--- config.mk ---
export PLATFORM = sky130hd
export DESIGN_NAME = decode_stage
export DESIGN_NICKNAME = d
export VERILOG_FILES = /design/src/rtl/jac_pkg.sv /design/src/rtl/decode_table.sv /design/src/rtl/decode_stage.sv
export SDC_FILE = /design/constraint.sdc
export NUM_CORES = 1
export LEC_CHECK = 0
export ABC_CLOCK_PERIOD_IN_PS = 4260
export CAP_MARGIN = 20
export CORE_MARGIN = 2
export CORE_UTILIZATION = 51
export DETAILED_ROUTE_END_ITERATION = 8
export PLACE_DENSITY = 0.83
export SLEW_MARGIN = 25
export SYNTH_ARGS = -nofsm -noshare
export SYNTH_HDL_FRONTEND = slang
export SYNTH_SLANG_ARGS = --single-unit
--- constraint.sdc ---
create_clock -name clk -period 4.26 [get_ports clk]
set_clock_uncertainty 0.15 [all_clocks]
set_input_delay 0.852 -clock clk [delete_from_list [all_inputs] [get_ports clk]]
set_output_delay 0.852 -clock clk [all_outputs]
set_load 0.05 [all_outputs]
--- src/rtl/jac_pkg.sv ---
// Shared constants for the Jac1-8 decode path: opcode map, status bit
// positions, register-input mux encoding and decode FSM states.
package jac_pkg;

    typedef enum logic [4:0] {
        OP_NOP  = 5'b00000,
        OP_ADD  = 5'b00001,
        OP_SUB  = 5'b00010,
        OP_AND  = 5'b00011,
        OP_OR   = 5'b00100,
        OP_XOR  = 5'b00101,
        OP_NOT  = 5'b00110,
        OP_SHL  = 5'b00111,
        OP_SHR  = 5'b01000,
        OP_VAL  = 5'b01001,
        OP_GOTO = 5'b01010,
        OP_IFZ  = 5'b01011,
        OP_IFNZ = 5'b01100,
        OP_IFEQ = 5'b01101,
        OP_IFST = 5'b01110,
        OP_IFGT = 5'b01111
    } opcode_e;

    // Status vector bit positions
    localparam int ST_ZERO    = 2;
    localparam int ST_EQUAL   = 3;
    localparam int ST_GREATER = 4;
    localparam int ST_SMALLER = 5;

    // Register-input mux: ALU result or decoder literal
    localparam logic SEL_ALU     = 1'b1;
    localparam logic SEL_DECODER = 1'b0;

    typedef enum logic [1:0] {
        RUN        = 2'd0,
        WAIT_FLAGS = 2'd1,
        KILL       = 2'd2
    } state_e;

endpackage

--- src/rtl/decode_table.sv ---
// Combinational instruction decode: opcode and fields to control bundle.
// Branch conditions are resolved against the status value presented here.
module decode_table
    import jac_pkg::*;
#(
    parameter int INSTR_WIDTH = 16,
    parameter int OPCODE_BITS = 5,
    parameter int SEL_WIDTH   = 2,
    parameter int PARAM_BITS  = 8,
    parameter int STATUS_BITS = 6,
    parameter int OP1_POS     = 9,
    parameter int OP2_POS     = 4
) (
    input  logic [INSTR_WIDTH-1:0] instr_i,
    input  logic [STATUS_BITS-1:0] status_i,
    output logic [OPCODE_BITS-1:0] opcode_o,
    output logic                   rd_en1_o,
    output logic                   rd_en2_o,
    output logic [SEL_WIDTH-1:0]   rd_sel1_o,
    output logic [SEL_WIDTH-1:0]   rd_sel2_o,
    output logic                   wr_en_o,
    output logic [SEL_WIDTH-1:0]   wr_sel_o,
    output logic                   sel_o,
    output logic [PARAM_BITS-1:0]  param_o,
    output logic                   stat_wr_en_o,
    output logic                   cnt_wr_en_o,
    output logic                   add_offset_o,
    output logic                   flush_o,
    output logic                   illegal_o,
    output logic                   is_cond_o
);

    logic [OPCODE_BITS-1:0] opc;
    logic [SEL_WIDTH-1:0]   op1, op2;
    logic [PARAM_BITS-1:0]  prm;
    logic                   cond;
    logic                   unused_ok;

    assign opc       = instr_i[INSTR_WIDTH-1 -: OPCODE_BITS];
    assign op1       = instr_i[OP1_POS -: SEL_WIDTH];
    assign op2       = instr_i[OP2_POS -: SEL_WIDTH];
    assign prm       = instr_i[PARAM_BITS-1:0];
    assign opcode_o  = opc;
    assign unused_ok = ^{instr_i, status_i};

    // Branch condition for the conditional opcodes
    always_comb begin
        cond = 1'b0;
        case (opcode_e'(opc))
            OP_IFZ:  cond = status_i[ST_ZERO];
            OP_IFNZ: cond = !status_i[ST_ZERO];
            OP_IFEQ: cond = status_i[ST_EQUAL];
            OP_IFST: cond = status_i[ST_SMALLER];
            OP_IFGT: cond = status_i[ST_GREATER];
            default: cond = 1'b0;
        endcase
    end

    // Control bundle; anything not driven by an opcode stays 0
    always_comb begin
        rd_en1_o     = 1'b0;
        rd_en2_o     = 1'b0;
        rd_sel1_o    = '0;
        rd_sel2_o    = '0;
        wr_en_o      = 1'b0;
        wr_sel_o     = '0;
        sel_o        = SEL_DECODER;
        param_o      = '0;
        stat_wr_en_o = 1'b0;
        cnt_wr_en_o  = 1'b0;
        add_offset_o = 1'b0;
        flush_o      = 1'b0;
        illegal_o    = 1'b0;
        is_cond_o    = 1'b0;
        case (opcode_e'(opc))
            OP_ADD, OP_SUB, OP_AND, OP_OR, OP_XOR: begin
                rd_en1_o     = 1'b1;
                rd_en2_o     = 1'b1;
                rd_sel1_o    = op1;
                rd_sel2_o    = op2;
                wr_en_o      = 1'b1;
                wr_sel_o     = op1;
                sel_o        = SEL_ALU;
                stat_wr_en_o = 1'b1;
            end
            OP_NOT: begin
                rd_en2_o     = 1'b1;
                rd_sel2_o    = op2;
                wr_en_o      = 1'b1;
                wr_sel_o     = op1;
                sel_o        = SEL_ALU;
                stat_wr_en_o = 1'b1;
            end
            OP_SHL, OP_SHR: begin
                rd_en1_o     = 1'b1;
                rd_sel1_o    = op1;
                wr_en_o      = 1'b1;
                wr_sel_o     = op1;
                sel_o        = SEL_ALU;
                param_o      = prm;
                stat_wr_en_o = 1'b1;
            end
            OP_VAL: begin
                wr_en_o  = 1'b1;
                wr_sel_o = op1;
                sel_o    = SEL_DECODER;
                param_o  = prm;
            end
            OP_GOTO: begin
                cnt_wr_en_o = 1'b1;
                flush_o     = 1'b1;
                param_o     = prm;
            end
            OP_IFZ, OP_IFNZ, OP_IFEQ, OP_IFST, OP_IFGT: begin
                is_cond_o    = 1'b1;
                param_o      = prm;
                cnt_wr_en_o  = cond;
                add_offset_o = cond;
                flush_o      = cond;
            end
            OP_NOP: ;
            default: illegal_o = 1'b1;
        endcase
    end

endmodule

--- src/rtl/decode_stage.sv ---
// Registered, handshaked decode stage. Holds conditional branches until the
// in-flight ALU status lands and drops the wrong-path instruction after a
// taken branch.
module decode_stage
    import jac_pkg::*;
#(
    parameter int INSTR_WIDTH = 16,
    parameter int OPCODE_BITS = 5,
    parameter int SEL_WIDTH   = 2,
    parameter int PARAM_BITS  = 8,
    parameter int STATUS_BITS = 6,
    parameter int OP1_POS     = 9,
    parameter int OP2_POS     = 4
) (
    input  logic                   clk,
    input  logic                   rst_n,
    input  logic                   in_valid,
    output logic                   in_ready,
    input  logic [INSTR_WIDTH-1:0] instruction,
    input  logic [STATUS_BITS-1:0] status,
    input  logic                   status_valid,
    input  logic                   out_ready,
    output logic                   out_valid,
    output logic [OPCODE_BITS-1:0] opcode,
    output logic                   rd_en1,
    output logic                   rd_en2,
    output logic [SEL_WIDTH-1:0]   rd_sel1,
    output logic [SEL_WIDTH-1:0]   rd_sel2,
    output logic                   wr_en,
    output logic [SEL_WIDTH-1:0]   wr_sel,
    output logic                   sel_reg_in_alu_decoder,
    output logic [PARAM_BITS-1:0]  param,
    output logic                   stat_wr_en,
    output logic                   cnt_wr_en,
    output logic                   add_offset,
    output logic                   flush,
    output logic                   illegal
);

    state_e                 state_q;
    logic                   pend_q;
    logic [INSTR_WIDTH-1:0] cap_q;
    logic                   out_valid_q;
    logic [OPCODE_BITS-1:0] opcode_q;
    logic                   rd_en1_q, rd_en2_q, wr_en_q, sel_q;
    logic [SEL_WIDTH-1:0]   rd_sel1_q, rd_sel2_q, wr_sel_q;
    logic [PARAM_BITS-1:0]  param_q;
    logic                   stat_wr_en_q, cnt_wr_en_q, add_offset_q, flush_q, illegal_q;

    logic [INSTR_WIDTH-1:0] dec_instr;
    logic [OPCODE_BITS-1:0] opcode_d;
    logic                   rd_en1_d, rd_en2_d, wr_en_d, sel_d;
    logic [SEL_WIDTH-1:0]   rd_sel1_d, rd_sel2_d, wr_sel_d;
    logic [PARAM_BITS-1:0]  param_d;
    logic                   stat_wr_en_d, cnt_wr_en_d, add_offset_d, flush_d, illegal_d, is_cond_d;
    logic                   xfer, wait_go, run_load, wait_load, load;

    assign in_ready  = rst_n & (state_q != WAIT_FLAGS) & (!out_valid_q | out_ready);
    assign xfer      = in_valid & in_ready;
    // While waiting, decode the captured branch against the arriving status
    assign dec_instr = (state_q == WAIT_FLAGS) ? cap_q : instruction;
    assign wait_go   = (state_q == RUN) & xfer & is_cond_d & pend_q;
    assign run_load  = (state_q == RUN) & xfer & !wait_go;
    assign wait_load = (state_q == WAIT_FLAGS) & status_valid;
    assign load      = run_load | wait_load;

    decode_table #(
        .INSTR_WIDTH(INSTR_WIDTH), .OPCODE_BITS(OPCODE_BITS), .SEL_WIDTH(SEL_WIDTH),
        .PARAM_BITS(PARAM_BITS), .STATUS_BITS(STATUS_BITS),
        .OP1_POS(OP1_POS), .OP2_POS(OP2_POS)
    ) u_table (
        .instr_i(dec_instr), .status_i(status), .opcode_o(opcode_d),
        .rd_en1_o(rd_en1_d), .rd_en2_o(rd_en2_d), .rd_sel1_o(rd_sel1_d), .rd_sel2_o(rd_sel2_d),
        .wr_en_o(wr_en_d), .wr_sel_o(wr_sel_d), .sel_o(sel_d), .param_o(param_d),
        .stat_wr_en_o(stat_wr_en_d), .cnt_wr_en_o(cnt_wr_en_d), .add_offset_o(add_offset_d),
        .flush_o(flush_d), .illegal_o(illegal_d), .is_cond_o(is_cond_d)
    );

    // FSM, pending-flags tracker and registered output bundle
    always_ff @(posedge clk) begin
        if (!rst_n) begin
            state_q      <= RUN;
            pend_q       <= 1'b0;
            cap_q        <= '0;
            out_valid_q  <= 1'b0;
            opcode_q     <= '0;
            rd_en1_q     <= 1'b0;
            rd_en2_q     <= 1'b0;
            rd_sel1_q    <= '0;
            rd_sel2_q    <= '0;
            wr_en_q      <= 1'b0;
            wr_sel_q     <= '0;
            sel_q        <= 1'b0;
            param_q      <= '0;
            stat_wr_en_q <= 1'b0;
            cnt_wr_en_q  <= 1'b0;
            add_offset_q <= 1'b0;
            flush_q      <= 1'b0;
            illegal_q    <= 1'b0;
        end else begin
            // Discarded instructions never write status, so they do not set it
            if (xfer && (state_q != KILL) && stat_wr_en_d) pend_q <= 1'b1;
            else if (status_valid)                         pend_q <= 1'b0;

            if (load) begin
                out_valid_q  <= 1'b1;
                opcode_q     <= opcode_d;
                rd_en1_q     <= rd_en1_d;
                rd_en2_q     <= rd_en2_d;
                rd_sel1_q    <= rd_sel1_d;
                rd_sel2_q    <= rd_sel2_d;
                wr_en_q      <= wr_en_d;
                wr_sel_q     <= wr_sel_d;
                sel_q        <= sel_d;
                param_q      <= param_d;
                stat_wr_en_q <= stat_wr_en_d;
                cnt_wr_en_q  <= cnt_wr_en_d;
                add_offset_q <= add_offset_d;
                flush_q      <= flush_d;
                illegal_q    <= illegal_d;
            end else if (out_ready) begin
                out_valid_q <= 1'b0;
            end

            case (state_q)
                RUN: begin
                    if (wait_go) begin
                        state_q <= WAIT_FLAGS;
                        cap_q   <= instruction;
                    end else if (run_load && flush_d) begin
                        state_q <= KILL;
                    end
                end
                WAIT_FLAGS: if (status_valid) state_q <= flush_d ? KILL : RUN;
                KILL:       if (xfer) state_q <= RUN;
                default:    state_q <= RUN;
            endcase
        end
    end

    assign out_valid              = out_valid_q;
    assign opcode                 = opcode_q;
    assign rd_en1                 = rd_en1_q;
    assign rd_en2                 = rd_en2_q;
    assign rd_sel1                = rd_sel1_q;
    assign rd_sel2                = rd_sel2_q;
    assign wr_en                  = wr_en_q;
    assign wr_sel                 = wr_sel_q;
    assign sel_reg_in_alu_decoder = sel_q;
    assign param                  = param_q;
    assign stat_wr_en             = stat_wr_en_q;
    assign cnt_wr_en              = cnt_wr_en_q;
    assign add_offset             = add_offset_q;
    assign flush                  = flush_q;
    assign illegal                = illegal_q;

endmodule
Word-level counts from Yosys, hierarchy flattened

Index checks and enable logic that the tools add are counted.

Register bits after elaboration: 46
Output and inout bits: 30
Bits of input ports: 27

Equal/unequal tests: 22
Bitwise logic cells: 10
Reduce and logical (&&, ||, !) cells: 19
Mux-type cells: 24

Operators by type and width:

| kind                                                                    | count |
|---|---|
| 5-bit by 4-bit equality test with 1-bit output, second input constant   | 8 |
| 5-bit by 3-bit equality test with 1-bit output, second input constant   | 4 |
| 9-bit OR reduction                                                      | 2 |
| 16-bit two-way mux                                                      | 1 |
| 2-bit two-way mux                                                       | 8 |
| 16-bit OR reduction                                                     | 1 |
| 1-bit two-way mux                                                       | 11 |
| 5-bit by 2-bit equality test with 1-bit output, second input constant   | 2 |
| 1-bit AND                                                               | 8 |
| 8-bit two-way mux                                                       | 1 |
| 8-bit OR reduction                                                      | 1 |
| 7-bit OR reduction                                                      | 1 |
| 2-bit inequality test, second input constant                            | 3 |
| 2-bit one-hot mux with 3 select lines                                   | 1 |
| 6-bit OR reduction                                                      | 1 |
| 5-bit by 1-bit equality test with 1-bit output, second input constant   | 1 |
| 5-bit logical NOT                                                       | 1 |
| 1-bit one-hot mux with 5 select lines                                   | 1 |
| 5-bit OR reduction                                                      | 1 |
| 2-bit nonzero test                                                      | 2 |
| 1-bit logical AND                                                       | 3 |
| 1-bit logical NOT                                                       | 3 |
| 3-bit by 2-bit inequality test with 1-bit output, second input constant | 1 |
| 3-bit AND reduction                                                     | 1 |
| 7 further kinds                                                         | 8 |

Longest topological paths before layout

Gate-level depths: netlist (run 1).

Word-level depth: 13
Mapped depth: 7
Depth with buffers taken out: 5

Cells and area by module

Synthesis (run 1) repeated with hierarchy kept, for this count alone.

Cell total of the unflattened synthesis: 274
Area total of the unflattened synthesis: 2555.0 um^2

Modules (own cells, without submodules):

| module       | cells an instance | instances | sequential area each (um^2) | area each (um^2) |
|---|---|---|---|---|
| decode_stage | 217               | 1         | 960.9                       | 2162.1 |
| decode_table | 57                | 1         | 0.0                         | 392.9 |

Worst setup path after synthesis (run 1)

Ideal clock, no wire load.

Path type: input-to-output
Start: input port rst_n
End: output port in_ready
Slack: 986 ps
Buffers on the path: 1
Stages on the path: 3
Required time: 3258 ps
Data arrival time: 2272 ps
Path through: inv_1 -> clkbuf_1 -> nor3_1

Longest elaborated chain between the ends: 2

RTL lines:

| item                   | RTL line           | text |
|---|---|---|
| from (decl)            | decode_stage.sv:16 | `input logic rst_n,` |
| 1-bit AND (2 in a row) | decode_stage.sv:58 | `assign in_ready = rst_n & (state_q != WAIT_FLAGS) & (!out_valid_q \| out_ready);` |
| to (decl)              | decode_stage.sv:18 | `output logic in_ready,` |

Every way passes these cells.

Worst setup path after layout (run 1)

Ends and elaborated chain as after synthesis.

==> results of run 1 <==
-- how the worst min path moves through the flow --
stage / cells past startpoint / to / start / slack [ns]
floorplan: 2 / cap_q[3] / cap_q[3] / 0.31
global placement: 2 / wr_sel[1] / wr_sel[1] / 0.30
detailed placement: 2 / rd_sel1[1] / rd_sel1[1] / 0.30
CTS: 2 / rd_sel1[1] / rd_sel1[1] / 0.32
global route: 2 / wr_sel[1] / wr_sel[1] / 0.33
finish: 2 / wr_sel[0] / wr_sel[0] / 0.31
-- where the power goes --
group	total, mW	switching [mW]	internal (mW)
clock network	0.337	0.146	0.191
logic	0.160	0.0970	0.0629
registers	0.436	0.00590	0.430
total	0.933	0.249	0.684
-- registers in the layout, indices dropped and copies added, names as in the netlist, 2 cells and up --
register	flops
cap_q	15
rd_sel1	2
rd_sel2	2
opcode	5
state_q	2
wr_sel	2
param	8
-- cells in the final DEF (no fill, tap or decap), types with 2 or more instances in the layout --
cell type | netlist | routed
clkbuf_8 | 0 | 6
mux2i_1 | 22 | 22
o21ai_2 | 2 | 2
o21a_1 | 3 | 3
o21ai_1 | 2 | 2
nand3b_1 | 3 | 3
or2_2 | 2 | 2
inv_1 | 11 | 11
nor2_1 | 18 | 18
buf_4 | 4 | 5
or3_1 | 2 | 2
dfxtp_1 | 45 | 45
nor2b_1 | 3 | 3
a31oi_1 | 3 | 3
nand2b_1 | 3 | 3
o2111ai_4 | 2 | 2
a32o_1 | 9 | 9
mux2_2 | 2 | 2
o2bb2ai_1 | 2 | 2
o31ai_1 | 3 | 3
clkdlybuf4s50_1 | 0 | 52
nor3_1 | 4 | 4
nand2_1 | 19 | 19
o21ai_0 | 2 | 2
a211oi_1 | 3 | 3
nand3_1 | 4 | 4
and3_1 | 3 | 3
o32ai_1 | 6 | 6
o211a_1 | 4 | 4
a21oi_1 | 15 | 15
-- critical path: stages --
cell             delay [ns]
clkdlybuf4s50_1        0.46
buf_4                  0.20
inv_1                  0.07
nor3_1                 0.32
buf_12                 0.18
-- stage by stage --
step / worst slack [ns] / hold WS (ns) / utilization, %
final: 1.16 / 0.311 / 68.5
after global routing: 1.13 / 0.328 / 68.5
after CTS: 1.16 / 0.318 / 68.5
after detailed placement: 1.08 / 0.298 / 65.6
after global placement: 1.13 / 0.299 / 65.6
after floorplan: 0.986 / 0.313 / -
-- metal layers --
layer | global-route usage (%) | vias up | wire (um)
met1 | 29.8 | 982 | 2360
met4 | 11.3 | 0 | 103
met2 | 38.9 | 66 | 2780
met5 | 0 | - | 0
met3 | 3.32 | 9 | 302
li1 | - | 978 | -
-- area by class of cell --
cell class	count	area, sq um
clock buffer	6	82.6
clock inverter	2	37.5
fill	334	1350
inverter	11	41.3
multi-input combinational	164	1210
sequential	45	901
tap	52	65.1
timing repair buffer	58	578
-- cell families after synthesis --
group / Yosys count / share of synthesized area, %
buffers and inverters: 22 / 4.84
and+or+nand+nor: 69 / 16.5
DFF: 45 / 40.5
AOI/OAI and AO/OA: 69 / 25.9
muxes: 26 / 12.2
==> impl_metrics.csv, run 1 <==
group,metric,value,unit
clock_network,clk_latency,0.31,ns
critical_path,crit_start,"rst_n",
synth,seq_area_frac_synth,40.5,%
routing,vias,2035,
clock_network,cts_resized,0,
critical_path,crit_arrival,2.09,ns
synth,ys_ff_latch,45,
routing,drt-pass1-iter-count,4,
clock_network,clk_path_buf_depth,2,
synth,synth_edf_count,0,
finish,antennaDiodeCount,0,
global_route,grt_overflow,0,
place,detailed_place_hpwl,3.94,mm
die,core-area,0.00426,sq mm
synth,synth_top_cell_by_area,"dfxtp_1",
routing,ant_nets,0,
critical_path,worst-endpoint-required,3.26,ns
timing,worstMarginPinSlew,0.682,ns
place,placed_cell_area,0.00280,sq mm
run_status,status,"finished clean",
routing,wire_per_inst,16.4,um
critical_path,path_max_fanout,13,
routing,drcViolationCount,0,
global_route,grt_pass1_vias,1954,
synth,yosys_warnings,0,
pwr,finalPower,0.933,mW
worst_hold_path,hold_path.class,"flip-flop to flip-flop",
timing,fin_crit_sh,72.7,%
clock_network,clkTransAtPathRegs,0.08,ns
timing,max_slew_margin,54.2,%
clock_network,cts_buffers,5,
place,port_buffers,53,
timing,clock.fmax,0.323,GHz
synth,synth_top_cell_area_share,40.5,%
die,ioPinCount,57,
critical_path,cp-start-kind,"input pin",
finish,layout-drive-gt1-share,11.2,%
synth,yosysMostFrequentCell,"dfxtp_1",
finish,fin_area,0.00292,sq mm
critical_path,rr_endpoint,"param[7]",
place,globalplace.congestion,0.868,
critical_path,r2r.worst_path.cells,6,
synth,synth_cell_types,54,
routing,drt-total-wl,5.55,mm
timing,setup_viol,0,
synth,synth_area,0.00222,sq mm
die,die_area,0.00490,sq mm
die,die_x,70.0,um
die,num_rows,24,
clock_network,htree_levels,2,
pwr,p_per_area,320,mW/mm^2
routing,routed_via_density,6.02,
routing,drt-initial-drc-count,159,
clock_network,cts_tree,"built",
critical_path,r2r-start,"state_q[1]",
synth,synth_area_leaders,"dfxtp_1 41%, mux2i_1 9.9%, a32o_1 4.1%",
global_route,track_usage,23.4,%
clock_network,ctsRootBufferMaster,"clkbuf_8",
die,start_util,52.1,%
pwr,ir_drop,0.215,mV
critical_path,path_class,"input pin to output pin",
die,die_h,70.0,um
synth,synth_ff_type,"dfxtp_1",
timing,fin_crit,3.10,ns
critical_path,reg2reg_slack,1.38,ns
timing,rsz0062_at_grt,"no",
finish,fin_cells,338,
finish,finalNetCount,312,
critical_path,endpoint,"in_ready",
synth,synthTopCellsByCount,"45 x dfxtp_1, 22 x mux2i_1, 19 x nand2_1",
timing,slew_violations,0,
place,placed_cells,330,
global_route,grt_pass1_wl,9.08,mm
critical_path,critPathCaptureType,"output pin",
synth,syn_area_per_cell,9.62,sq um
timing,fin_tns_setup,0,ns
global_route,antenna_found_initial,0,
clock_network,clkSinkCount,45,
timing,hold_viol_final,0,
synth,async_flop_share,0,%
finish,syn_to_final_growth,31.4,%
clock_network,cts_hold_buffers,0,
synth,synth_nets,258,
run,cap_violations,0,
clock_network,postCtsSetupRepairBufs,0,
pwr,p_leak,1.19,nW
synth,netlist_instances,231,
global_route,grt_max_degree,23,
Power figures use the tool's default switching activity.
==> inputs of run 2 (changes only) <==
Settings changed: ABC_CLOCK_PERIOD_IN_PS 4260 to 3100, CORE_UTILIZATION 51 to 49, PLACE_DENSITY 0.83 to 0.8.
Clock period 4.26 ns to 3.1 ns, I/O delays scaled along.
==> run 2 against run 1 <==
  * Clock-buffer cell count unchanged
  * First-iteration DRC count decreased by 3.1%
  * Critical path depth unchanged
  * Register-to-register slack got worse by 0.88 ns
  * Sequential share of layout area decreased by 0.28 points
  * Via count decreased by 1.2%
  * Sequential cell count unchanged
  * Design area increased by 0.90%
  * Cell count increased by 1.2%
  * Sequential power increased by 38%
  * Critical path type unchanged
  * Highest routed layer unchanged
==> impl_metrics.csv, run 2 (synthesized netlist as in run 1, its figures left out) <==
group,metric,value,unit
die,die_x,71.3,um
critical_path,worst-endpoint-required,2.33,ns
timing,fin_tns_setup,0,ns
timing,fin_crit,2.66,ns
place,globalplace.congestion,0.930,
timing,rsz0062_at_grt,"no",
pwr,power_frac_seq,47.3,%
die,die_h,71.3,um
clock_network,cts_hold_buffers,0,
die,die_area,0.00509,sq mm
die,core-area,0.00435,sq mm
run_status,status,"finished clean",
timing,hold_viol_final,0,
die,start_util,51.0,%
critical_path,path_max_fanout,12,
timing,worstMarginPinSlew,0.680,ns
pwr,power.internal,0.922,mW
place,port_buffers,53,
critical_path,path_class,"input pin to output pin",
clock_network,htree_levels,2,
clock_network,postCtsSetupRepairBufs,0,
global_route,track_usage,22.9,%
die,num_rows,24,
timing,setup_viol,0,
global_route,grt_pass1_vias,1904,
clock_network,clk_path_buf_depth,2,
pwr,p_comb_share,17.6,%
clock_network,clkTransAtPathRegs,0.08,ns
routing,wire_per_inst,16.3,um
pwr,switching_power,0.345,mW
global_route,grt_overflow,0,
routing,vias,2010,
timing,max_slew_margin,54.7,%
routing,drcViolationCount,0,
place,detailed_place_hpwl,4.04,mm
routing,drt-total-wl,5.59,mm
clock_network,cts_tree,"built",
routing,routed_via_density,5.88,
routing,drt-initial-drc-count,154,
finish,layout-drive-gt1-share,12.4,%
finish,largest-register,"cap_q",
timing,fin_crit_sh,85.9,%
finish,final_cell_mix,"52 x clkdlybuf4s50_1, 45 x dfxtp_1, 22 x mux2i_1",
finish,mostFrequentLayoutCell,"clkdlybuf4s50_1",
pwr,p_clk_share,35.1,%
pwr,switching_share,27.2,%
critical_path,crit_arrival,1.89,ns
clock_network,cts_buffers,5,
global_route,antenna_found_initial,0,
critical_path,critPathCaptureType,"output pin",
finish,finalNetCount,316,
global_route,grt_max_degree,23,
routing,drt-pass1-iter-count,4,
routing,ant_nets,0,
clock_network,ctsRootBufferMaster,"clkbuf_8",
critical_path,cp-start-kind,"input pin",
global_route,grt_pass1_wl,9.34,mm
pwr,p_leak,1.21,nW
run,cap_violations,0,
pwr,finalPower,1.27,mW
finish,largest_register_ffs,15,
pwr,p_per_area,430,mW/mm^2
timing,clock.fmax,0.375,GHz
finish,antennaDiodeCount,0,
pwr,ir_drop,0.291,mV
clock_network,clk_latency,0.30,ns
die,ioPinCount,57,
clock_network,cts_resized,0,
clock_network,clkSinkCount,45,
worst_hold_path,hold_path.class,"flip-flop to flip-flop",
timing,slew_violations,0,
finish,syn_to_final_growth,32.5,%
run 2: cell types whose count changed in the layout (fill, tap and decap cells not counted), sizes merged:
cell      previous run  this run
clkinvlp             1         0
clkinv               0         1
buf                  6        10
run 2: area by class of cell:
cell class	instances	area, sq um
fill	342	1410
multi-input combinational	164	1220
sequential	45	901
timing repair buffer	62	608
clock buffer	6	72.6
tap	52	65.1
inverter	11	41.3
clock inverter	2	38.8
run 2: metrics by stage:
stage	setup slack (ns)	utilization, %	area (sq um)	hold WS [ns]	std cells
2_1_floorplan	0.290	-	2220	0.313	231
3_3_place_gp	0.293	65.0	2830	0.298	334
3_5_place_dp	0.259	65.0	2830	0.302	334
4_1_cts	0.432	67.5	2940	0.318	342
5_1_grt	0.365	67.6	2950	0.330	342
6_report	0.436	67.6	2950	0.314	342
run 2: path summary, 6_finish.rpt:
| kind | from | to | slack [ns] | cells after the start |
|---|---|---|---|---|
| hold reg to reg | wr_sel[1] | wr_sel[1] | 0.31 | 2 |
| setup reg to reg | state_q[1] | flush | 0.50 | 6 |
| hold / removal | wr_sel[1] | wr_sel[1] | 0.31 | 2 |
| setup / recovery | rst_n | in_ready | 0.44 | 5 |
run 2: per-layer routing:
metal | global-route usage (%) | vias to the layer above | routed length [um]
met5 | 0 | - | 0
li1 | - | 983 | -
met1 | 31.4 | 954 | 2470
met3 | 4.22 | 10 | 295
met4 | 7.97 | 0 | 87
met2 | 36.2 | 63 | 2730
run 2: power groups by stage:
stage,combinational [mW],clock [mW],sequential [mW]
final,0.223,0.445,0.600
after detailed placement,0.222,0,0.613
after global routing,0.238,0.477,0.601
after CTS,0.223,0.450,0.600
after floorplan,0.0847,0,0.657
after global placement,0.219,0,0.613
run 2: worst max-delay path, cell delays in order:
cell,delay (ns)
clkdlybuf4s50_1,0.48
buf_4,0.21
inv_1,0.07
nor3_1,0.33
buf_12,0.19
==> inputs of run 3 (changes only) <==
Settings changed: CORE_UTILIZATION 49 to 30, PLACE_DENSITY 0.8 to default.
==> run 3 against run 2 <==
  * Die area grew 59%
  * Sequential cell count unchanged
  * Cell count is 14% higher
  * Critical endpoint unchanged
  * Largest cell class unchanged
==> impl_metrics.csv, run 3 (synthesized netlist as in run 1, its figures left out) <==
group,metric,value,unit
run_status,status,"finished clean",
routing,ant_nets,0,
global_route,grt_max_degree,23,
critical_path,r2r-start,"state_q[1]",
timing,fin_tns_setup,0,ns
routing,highest_layer,"met4",
die,die_x,90.1,um
clock_network,clk_path_buf_depth,2,
clock_network,clk_latency,0.30,ns
timing,worstMarginPinSlew,0.687,ns
finish,mostFrequentLayoutCell,"clkdlybuf4s50_1",
clock_network,postCtsSetupRepairBufs,0,
global_route,grt_pass1_vias,1974,
routing,drt-initial-drc-count,101,
critical_path,crit_start,"rst_n",
finish,antennaDiodeCount,0,
place,placed_cell_area,0.00290,sq mm
critical_path,endpoint,"in_ready",
worst_hold_path,min_path_cells,2,
die,die_h,90.1,um
routing,drcViolationCount,0,
critical_path,cp-start-kind,"input pin",
place,globalplace.congestion,0.838,
pwr,p_leak,1.23,nW
routing,drt-pass1-iter-count,4,
clock_network,clkTransAtPathRegs,0.08,ns
die,start_util,30.8,%
die,ioPinCount,57,
critical_path,path_class,"input pin to output pin",
finish,largest-register,"cap_q",
die,core-area,0.00721,sq mm
finish,finalNetCount,318,
routing,drt-total-wl,5.90,mm
finish,final_cell_mix,"52 x clkdlybuf4s50_1, 45 x dfxtp_1, 22 x mux2i_1",
finish,syn_to_final_growth,36.9,%
finish,fillers,753,
timing,hold_viol_final,0,
global_route,grt_overflow,0,
run,cap_violations,0,
timing,slew_violations,0,
timing,fin_crit_sh,86.7,%
place,port_buffers,53,
place,dpl_worst_slack,0.240,ns
global_route,antenna_found_initial,0,
finish,utilization,42.2,%
finish,layout-drive-gt1-share,13.4,%
critical_path,crit_arrival,1.92,ns
timing,clock.fmax,0.372,GHz
die,die_area,0.00811,sq mm
routing,wire_per_inst,15.1,um
timing,rsz0062_at_grt,"no",
finish,largest_register_ffs,15,
timing,max_slew_margin,53.9,%
critical_path,rr_endpoint,"flush",
pwr,finalPower,1.35,mW
critical_path,worst-endpoint-required,2.33,ns
timing,fin_ws,0.414,ns
worst_hold_path,hold_path.class,"flip-flop to flip-flop",
global_route,grt_pass1_wl,9.76,mm
critical_path,crit_chain,"clkdlybuf4s50_1 > buf_4 > inv_1 > nor3_1 > buf_12",
clock_network,cts_hold_buffers,0,
critical_path,slowest_stage,"clkdlybuf4s50_1",
routing,vias,1989,
clock_network,ctsRootBufferMaster,"clkbuf_8",
routing,routed_via_density,5.09,
timing,fin_crit,2.69,ns
critical_path,path_max_fanout,12,
critical_path,critPathCaptureType,"output pin",
global_route,track_usage,14.7,%
pwr,ir_drop,0.211,mV
clock_network,clkSinkCount,45,
clock_network,htree_levels,2,
die,num_rows,31,
critical_path,r2r.worst_path.cells,6,
finish,fin_area,0.00304,sq mm
critical_path,cp_slowest_stage_delay,0.48,ns
routing,wl_met1,2.76,mm
routing,wl_met2,2.78,mm
timing,setup_viol,0,
routing,met3WireLength,246,um
place,detailed_place_hpwl,4.24,mm
pwr,p_per_area,444,mW/mm^2
critical_path,reg2reg_slack,0.51,ns
clock_network,cts_buffers,5,
clock_network,cts_tree,"built",
clock_network,cts_resized,0,
## run 3: layout make-up
cell class	instances	area, sq um	share of cell area [%]
tap	99	124	4.07
multi-input combinational	164	1220	40.1
clock inverter	3	65.1	2.14
sequential	45	901	29.6
inverter	11	41.3	1.36
timing repair buffer	64	623	20.5
clock buffer	5	68.8	2.26
## run 3: stage by stage
| step | std cells | hold WS [ns] |
|---|---|---|
| 2_1_floorplan | 231 | 0.313 |
| 3_3_place_gp | 383 | 0.302 |
| 3_5_place_dp | 383 | 0.297 |
| 4_1_cts | 391 | 0.315 |
| 5_1_grt | 391 | 0.331 |
| 6_report | 391 | 0.312 |
## run 3: power by group
group	switching, mW	internal, mW	leakage [nW]
Combinational	0.136	0.0899	0.800
Clock	0.206	0.320	0.0681
Sequential	0.00804	0.591	0.365
## run 3: critical path, delay by kind of cell
family	cells	cell delay [ns]
buffers and inverters	4	0.96
AND/OR/NAND/NOR	1	0.34
## run 3: how the worst min path moves through the flow
stage / from / endpoint / slack [ns]
3_5_place_dp: wr_sel[0] / wr_sel[0] / 0.30
6_report: wr_sel[1] / wr_sel[1] / 0.31
2_1_floorplan: cap_q[3] / cap_q[3] / 0.31
5_1_grt: wr_sel[1] / wr_sel[1] / 0.33
4_1_cts: wr_sel[0] / wr_sel[0] / 0.31
3_3_place_gp: wr_sel[0] / wr_sel[0] / 0.30
## run 3: layer usage
| layer | track usage, % | vias to the layer above |
|---|---|---|
| met5 | 0 | - |
| met4 | 4.36 | 0 |
| met3 | 3.44 | 9 |
| met2 | 24.2 | 42 |
| met1 | 19.1 | 949 |
| li1 | - | 989 |
